===== src/rtl/mod_exp_ctrl_pkg.sv =====
// Shared constants and FSM state type for the modular-exponentiation controller.
// Field is the BLS12-381 scalar modulus with Montgomery radix R = 2^255.
package mod_exp_ctrl_pkg;

  localparam int unsigned DATA_WIDTH = 255;

  localparam logic [DATA_WIDTH-1:0] MODULUS =
    255'h73eda753299d7d483339d80809a1d80553bda402fffe5bfeffffffff00000001;

  // R mod MODULUS, i.e. the value 1 in Montgomery form
  localparam logic [DATA_WIDTH-1:0] MONT_ONE =
    255'h0c1258acd66282b7ccc627f7f65e27faac425bfd0001a40100000000ffffffff;

  typedef enum logic [2:0] {
    IDLE,
    ISSUE_SQR,
    WAIT_SQR,
    ISSUE_MUL,
    WAIT_MUL,
    DONE
  } state_e;

endpackage


===== src/rtl/mod_exp_ctrl.sv =====
// Left-to-right square-and-multiply sequencer driving an external Montgomery
// multiplier over valid/ready; one multiplier transaction in flight at a time.
module mod_exp_ctrl #(
  parameter int unsigned               DATA_WIDTH = mod_exp_ctrl_pkg::DATA_WIDTH,
  parameter int unsigned               EXP_WIDTH  = 255,
  parameter logic [DATA_WIDTH-1:0]     MONT_ONE   = mod_exp_ctrl_pkg::MONT_ONE
) (
  input  logic                  clk,
  input  logic                  rst_n,

  input  logic                  op_valid_i,
  output logic                  op_ready_o,
  input  logic [DATA_WIDTH-1:0] base_i,
  input  logic [EXP_WIDTH-1:0]  exp_i,

  output logic                  mul_valid_o,
  input  logic                  mul_ready_i,
  output logic [DATA_WIDTH-1:0] mul_op1_o,
  output logic [DATA_WIDTH-1:0] mul_op2_o,

  input  logic                  mul_res_valid_i,
  output logic                  mul_res_ready_o,
  input  logic [DATA_WIDTH-1:0] mul_res_i,

  output logic                  res_valid_o,
  input  logic                  res_ready_i,
  output logic [DATA_WIDTH-1:0] res_o
);

  import mod_exp_ctrl_pkg::*;

  localparam int unsigned       CNT_W    = $clog2(EXP_WIDTH) + 1;
  localparam logic [CNT_W-1:0] CNT_LAST = CNT_W'(EXP_WIDTH - 1);
  localparam logic [CNT_W-1:0] CNT_ONE  = CNT_W'(1);

  state_e                  state;
  logic [DATA_WIDTH-1:0]   acc;
  logic [DATA_WIDTH-1:0]   base_q;
  logic [DATA_WIDTH-1:0]   op2_q;
  logic [EXP_WIDTH-1:0]    exp_q;
  logic [CNT_W-1:0]        cnt;
  logic                    bit_set;

  // exp_q shifts left so its MSB is always the bit being processed
  assign bit_set   = exp_q[EXP_WIDTH-1];
  assign mul_op1_o = acc;
  assign mul_op2_o = op2_q;
  assign res_o     = acc;

  always_ff @(posedge clk or negedge rst_n) begin
    if (!rst_n) begin
      state           <= IDLE;
      op_ready_o      <= 1'b1;
      mul_valid_o     <= 1'b0;
      mul_res_ready_o <= 1'b0;
      res_valid_o     <= 1'b0;
      acc             <= MONT_ONE;
      base_q          <= '0;
      op2_q           <= '0;
      exp_q           <= '0;
      cnt             <= '0;
    end else begin
      case (state)
        IDLE: begin
          if (op_valid_i) begin
            base_q      <= base_i;
            exp_q       <= exp_i;
            cnt         <= CNT_LAST;
            acc         <= MONT_ONE;
            op2_q       <= MONT_ONE;
            op_ready_o  <= 1'b0;
            mul_valid_o <= 1'b1;
            state       <= ISSUE_SQR;
          end
        end

        ISSUE_SQR, ISSUE_MUL: begin
          if (mul_ready_i) begin
            mul_valid_o     <= 1'b0;
            mul_res_ready_o <= 1'b1;
            state           <= (state == ISSUE_SQR) ? WAIT_SQR : WAIT_MUL;
          end
        end

        // op2 is preloaded with the next operand so it is already stable when
        // mul_valid_o rises; for a square it is the product arriving now.
        WAIT_SQR, WAIT_MUL: begin
          if (mul_res_valid_i) begin
            acc             <= mul_res_i;
            mul_res_ready_o <= 1'b0;
            if (state == WAIT_SQR && bit_set) begin
              op2_q       <= base_q;
              mul_valid_o <= 1'b1;
              state       <= ISSUE_MUL;
            end else if (cnt == '0) begin
              res_valid_o <= 1'b1;
              state       <= DONE;
            end else begin
              cnt         <= cnt - CNT_ONE;
              exp_q       <= exp_q << 1;
              op2_q       <= mul_res_i;
              mul_valid_o <= 1'b1;
              state       <= ISSUE_SQR;
            end
          end
        end

        DONE: begin
          if (res_ready_i) begin
            res_valid_o <= 1'b0;
            op_ready_o  <= 1'b1;
            state       <= IDLE;
          end
        end

        default: begin
          state           <= IDLE;
          op_ready_o      <= 1'b1;
          mul_valid_o     <= 1'b0;
          mul_res_ready_o <= 1'b0;
          res_valid_o     <= 1'b0;
        end
      endcase
    end
  end

endmodule

===== config.mk =====
export PLATFORM = sky130hd
export DESIGN_NAME = mod_exp_ctrl
export DESIGN_NICKNAME = d
export VERILOG_FILES = /design/src/rtl/mod_exp_ctrl_pkg.sv /design/src/rtl/mod_exp_ctrl.sv
export SDC_FILE = /design/constraint.sdc
export NUM_CORES = 2
export LEC_CHECK = 0
export BUFFER_PORTS_ARGS = -buffer_cell sky130_fd_sc_hd__buf_2
export CORE_AREA = 2 2 600 602
export CTS_CLUSTER_SIZE = 16
export DETAILED_ROUTE_END_ITERATION = 10
export DIE_AREA = 0 0 602 604
export GPL_ROUTABILITY_DRIVEN = 0
export SLEW_MARGIN = 20
export SYNTH_ARGS = -nofsm -noshare
export SYNTH_HDL_FRONTEND = slang
export SYNTH_SLANG_ARGS = --single-unit

===== constraint.sdc =====
create_clock -name clk -period 2.4 [get_ports clk]
set_clock_uncertainty 0.15 [all_clocks]
set_input_delay 0.12 -clock clk [delete_from_list [all_inputs] [get_ports clk]]
set_output_delay 0.12 -clock clk [all_outputs]
set_load 0.005 [all_outputs]

==> results.md <==
* Outcome: complete, but fails checks
* Violated checks: negative setup slack
* CP required at 3.04 ns
* Post-DR wirelength/cell at 27.58 µm
* CTS sink cnt at 1036
* Die Y at 604 µm
* Worst r2r src: cnt[6]
* Global-route wire length before repair at 441.2 mm
* Vias per cell at 4.116
* Grt total ovfl at 0
* Most used DFF post-synth: dfrtp_1
* Initial Util at 13.24%
* Tmin final at 2.647 ns
* TritonCTS buffer count at 124
* Critical path type: reg2reg
* CP startpoint kind: flop
* Final Hold Fails at 0
* CP endpoint kind: flop
* Htree depth at 3
* Hold wc startpoint: exp_i[106]
* Die footprint at 363600 µm²
* Vias in the first global route at 48960
* DRT Wirelength at 343.3 mm
* Slew HR at 54.95%
* Synthesis-to-layout area growth at 69.80%
* Clk network pwr share at 18.5%
* CTS tree: built
* Initial DRC Count at 6661
* Post-synthesis average cell area at 10.19 µm²
* Leakage at 35.87 nW
* Crit path from: cnt[6]
* Die width at 602 µm
* CP arrival at 3.28 ns
* DRC violation count after routing at 0
* # fillers at 37640
* Initial antenna violation count at 136
* RSZ-0062 raised after global routing: true
* Global-route usage over all layers at 17.77%
* Floorplan row count at 220
* Max Cap Viol at 0
* Root buffer cell: clkbuf_16
* Top post-synthesis cells by area: dfrtp_1 48%, nand2_1 10%, mux2_4 7.9%
* Number of port buffers at 1539
* Share of layout cells above drive strength 1 at 35.96%
* Commonest cells in the netlist: 1280 x nand2_1, 913 x dfrtp_1, 400 x o21ai_0
* Syn nets at 5417
* Pin count of the biggest net entering global routing at 103
* Gate power share at 50.5%
* YS warnings at 0
* Fin. max-slew vios at 0
* Final Worst Setup Slack at -0.2474 ns
* Asr flop ratio synth at 100.0%
* Clock tree buffer depth at 4
* CP max FO at 19
* Core ar. at 357600 µm²
* Setup violators final at 426
* Sw Share at 44.17%
* Final net count at 8262
* Measured slew at the worst slew-check pin at 0.6758 ns
* Pwr dens at 1302 nW/µm²
* DRT Pass-1 Iters at 7
* Synthesized instance count at 4645
* Most frequent cell after synthesis: nand2_1
* Placed Area at 60710 µm²
* Post-synth cell types at 51
* Post-DP HPWL at 266.5 mm
* Post-synth top area cell: dfrtp_1
* Sequential-to-total area share from yosys stat at 55.08%
* Max VDD drop at 0.7143 mV
* Number of routed nets with antenna violations at 0
* Setup TNS at -58.48 ns
* Net Switching at 46.22 mW
* Sequential cell area at 26080 µm²
* Period Utilization, post-route at 110.3%
* Top cell type's share of synthesized area at 48.25%
* Fin area at 80400 µm²
* Max Clk Rate at 377.7 MHz
* Clock latency on the worst-skew pair at 0.86 ns
* Multi-input gate area at 17800 µm²
* Mapped cell area at 47350 µm²
* Yosys reg bits at 1036
* Overall via count from detail_route at 51230
* Number of synthesized flops with an enable pin at 0
* IO Pins at 1540
* CTS clk-pin slew, worst paths at 0.06 ns
* Int Power at 58.43 mW
* Reg power frac at 31.0%
* Hold Crit Class: in2reg
-- power by group through the flow --
stage | sequential, mW | clock, mW | combinational, mW
global route | 32.9 | 20.3 | 55.8
floorplan | 29.7 | 0 | 26.3
finish | 32.4 | 19.4 | 52.9
global placement | 31.7 | 0 | 45.8
CTS | 31.7 | 19.7 | 49.4
detailed placement | 31.9 | 0 | 46.3
-- sequential cells by signal (all words and copies together) (netlist names) --
| name | flops |
|---|---|
| base_q | 255 |
| mul_valid_o | 1 |
| mul_op2_o | 255 |
| cnt | 9 |
| mul_res_ready_o | 1 |
| res_valid_o | 1 |
| state | 3 |
| exp_q | 255 |
| mul_op1_o | 255 |
| op_ready_o | 1 |
-- stage by stage --
step | worst slack [ns] | util (%) | hold WS (ns) | cells | total power, mW
3_3_place_gp | -0.2716 | 16.98 | -0.1125 | 10670 | 77.52
2_1_floorplan | -0.09920 | - | -0.3256 | 4645 | 55.98
6_report | -0.2474 | 22.48 | 0.03889 | 12450 | 104.7
3_5_place_dp | -0.2668 | 16.98 | -0.1137 | 10670 | 78.30
4_1_cts | -0.2447 | 22.17 | 0.0002102 | 12340 | 100.9
5_1_grt | -0.3147 | 22.46 | 0.03518 | 12410 | 109.0
-- critical path: stages (launching register included) --
cell and delay [ns]:
dfrtp_1 0.38, or4_4 0.52, or4_4 0.45, nand2_4 0.09, a21oi_4 0.09, buf_12 0.18, buf_12 0.17, buf_12 0.17
mux2_4 0.31
-- metal layers --
layer	vias up	part of all wire, %	track usage, %	wire, µm
met2	4082	41	25.82	141500
met4	74	9.0	13.04	30740
li1	21090	-	-	-
met3	1303	16	10.87	56180
met1	24680	33	18.58	113400
met5	-	0.42	1.863	1437
-- cells in the final DEF, fill, tap and decap left out, types with 8 or more instances in the layout --
cell              n
buf_12           83
nand3_1         122
bufinv_16         8
buf_16           12
nand2_1        1280
nor2_2           14
dfrtp_1         913
o21ai_0         399
dlygate4sd3_1  1428
clkbuf_16       143
buf_6            18
mux2_4          250
clkbuf_1         49
nor2_4           10
clkinv_2         17
buf_2          1538
nor2_1          363
mux2_2          261
dfstp_2         123
a31oi_1         254
diode_2          79
clkbuf_8         16
buf_4           201
-- worst paths after layout --
path                             endpoint  slack, ns  cells after the start
hold / removal                 exp_q[106]       0.04                      4
min in group asynchronous  mul_op2_o[108]       0.36                      4
max in group asynchronous  mul_op1_o[218]       0.71                      6
hold reg to reg            mul_op1_o[223]       0.34                      2
setup reg to reg            mul_op2_o[47]      -0.25                      8
setup / recovery            mul_op2_o[47]      -0.25                      8
-- final cells by class --
type,instances,share of cell area [%]
Tap cell,4773,7.428
Timing Repair Buffer,3306,32.70
Antenna cell,79,0.2459
Multi-Input combinational cell,3017,22.15
Clock buffer,189,4.362
Inverter,5,0.02334
Sequential cell,1036,32.44
Clock inverter,41,0.6536
-- what timing repair did --
item | 4_1_cts | 5_1_grt
gates resized for setup | 20 | 79
gates cloned | 3 | 25
pin swaps | 3 | 2
endpoints found under the hold margin | 2070 | 0
setup endpoints to repair | 399 | 589
hold buffers | 1429 | 0
buffers inserted | 5 | 4
-- cells by family after synthesis --
family,count (synthesis),synth area share (%)
and+or+nand+nor,1816,14.91
adders and majority gates,1,0.02642
xor gates and xnor gates,2,0.03700
muxes,512,14.16
DFF,1036,55.08
AOI/OAI and AO/OA,686,8.084
buffers and inverters,592,7.711
(Power assumes the default switching activity.)
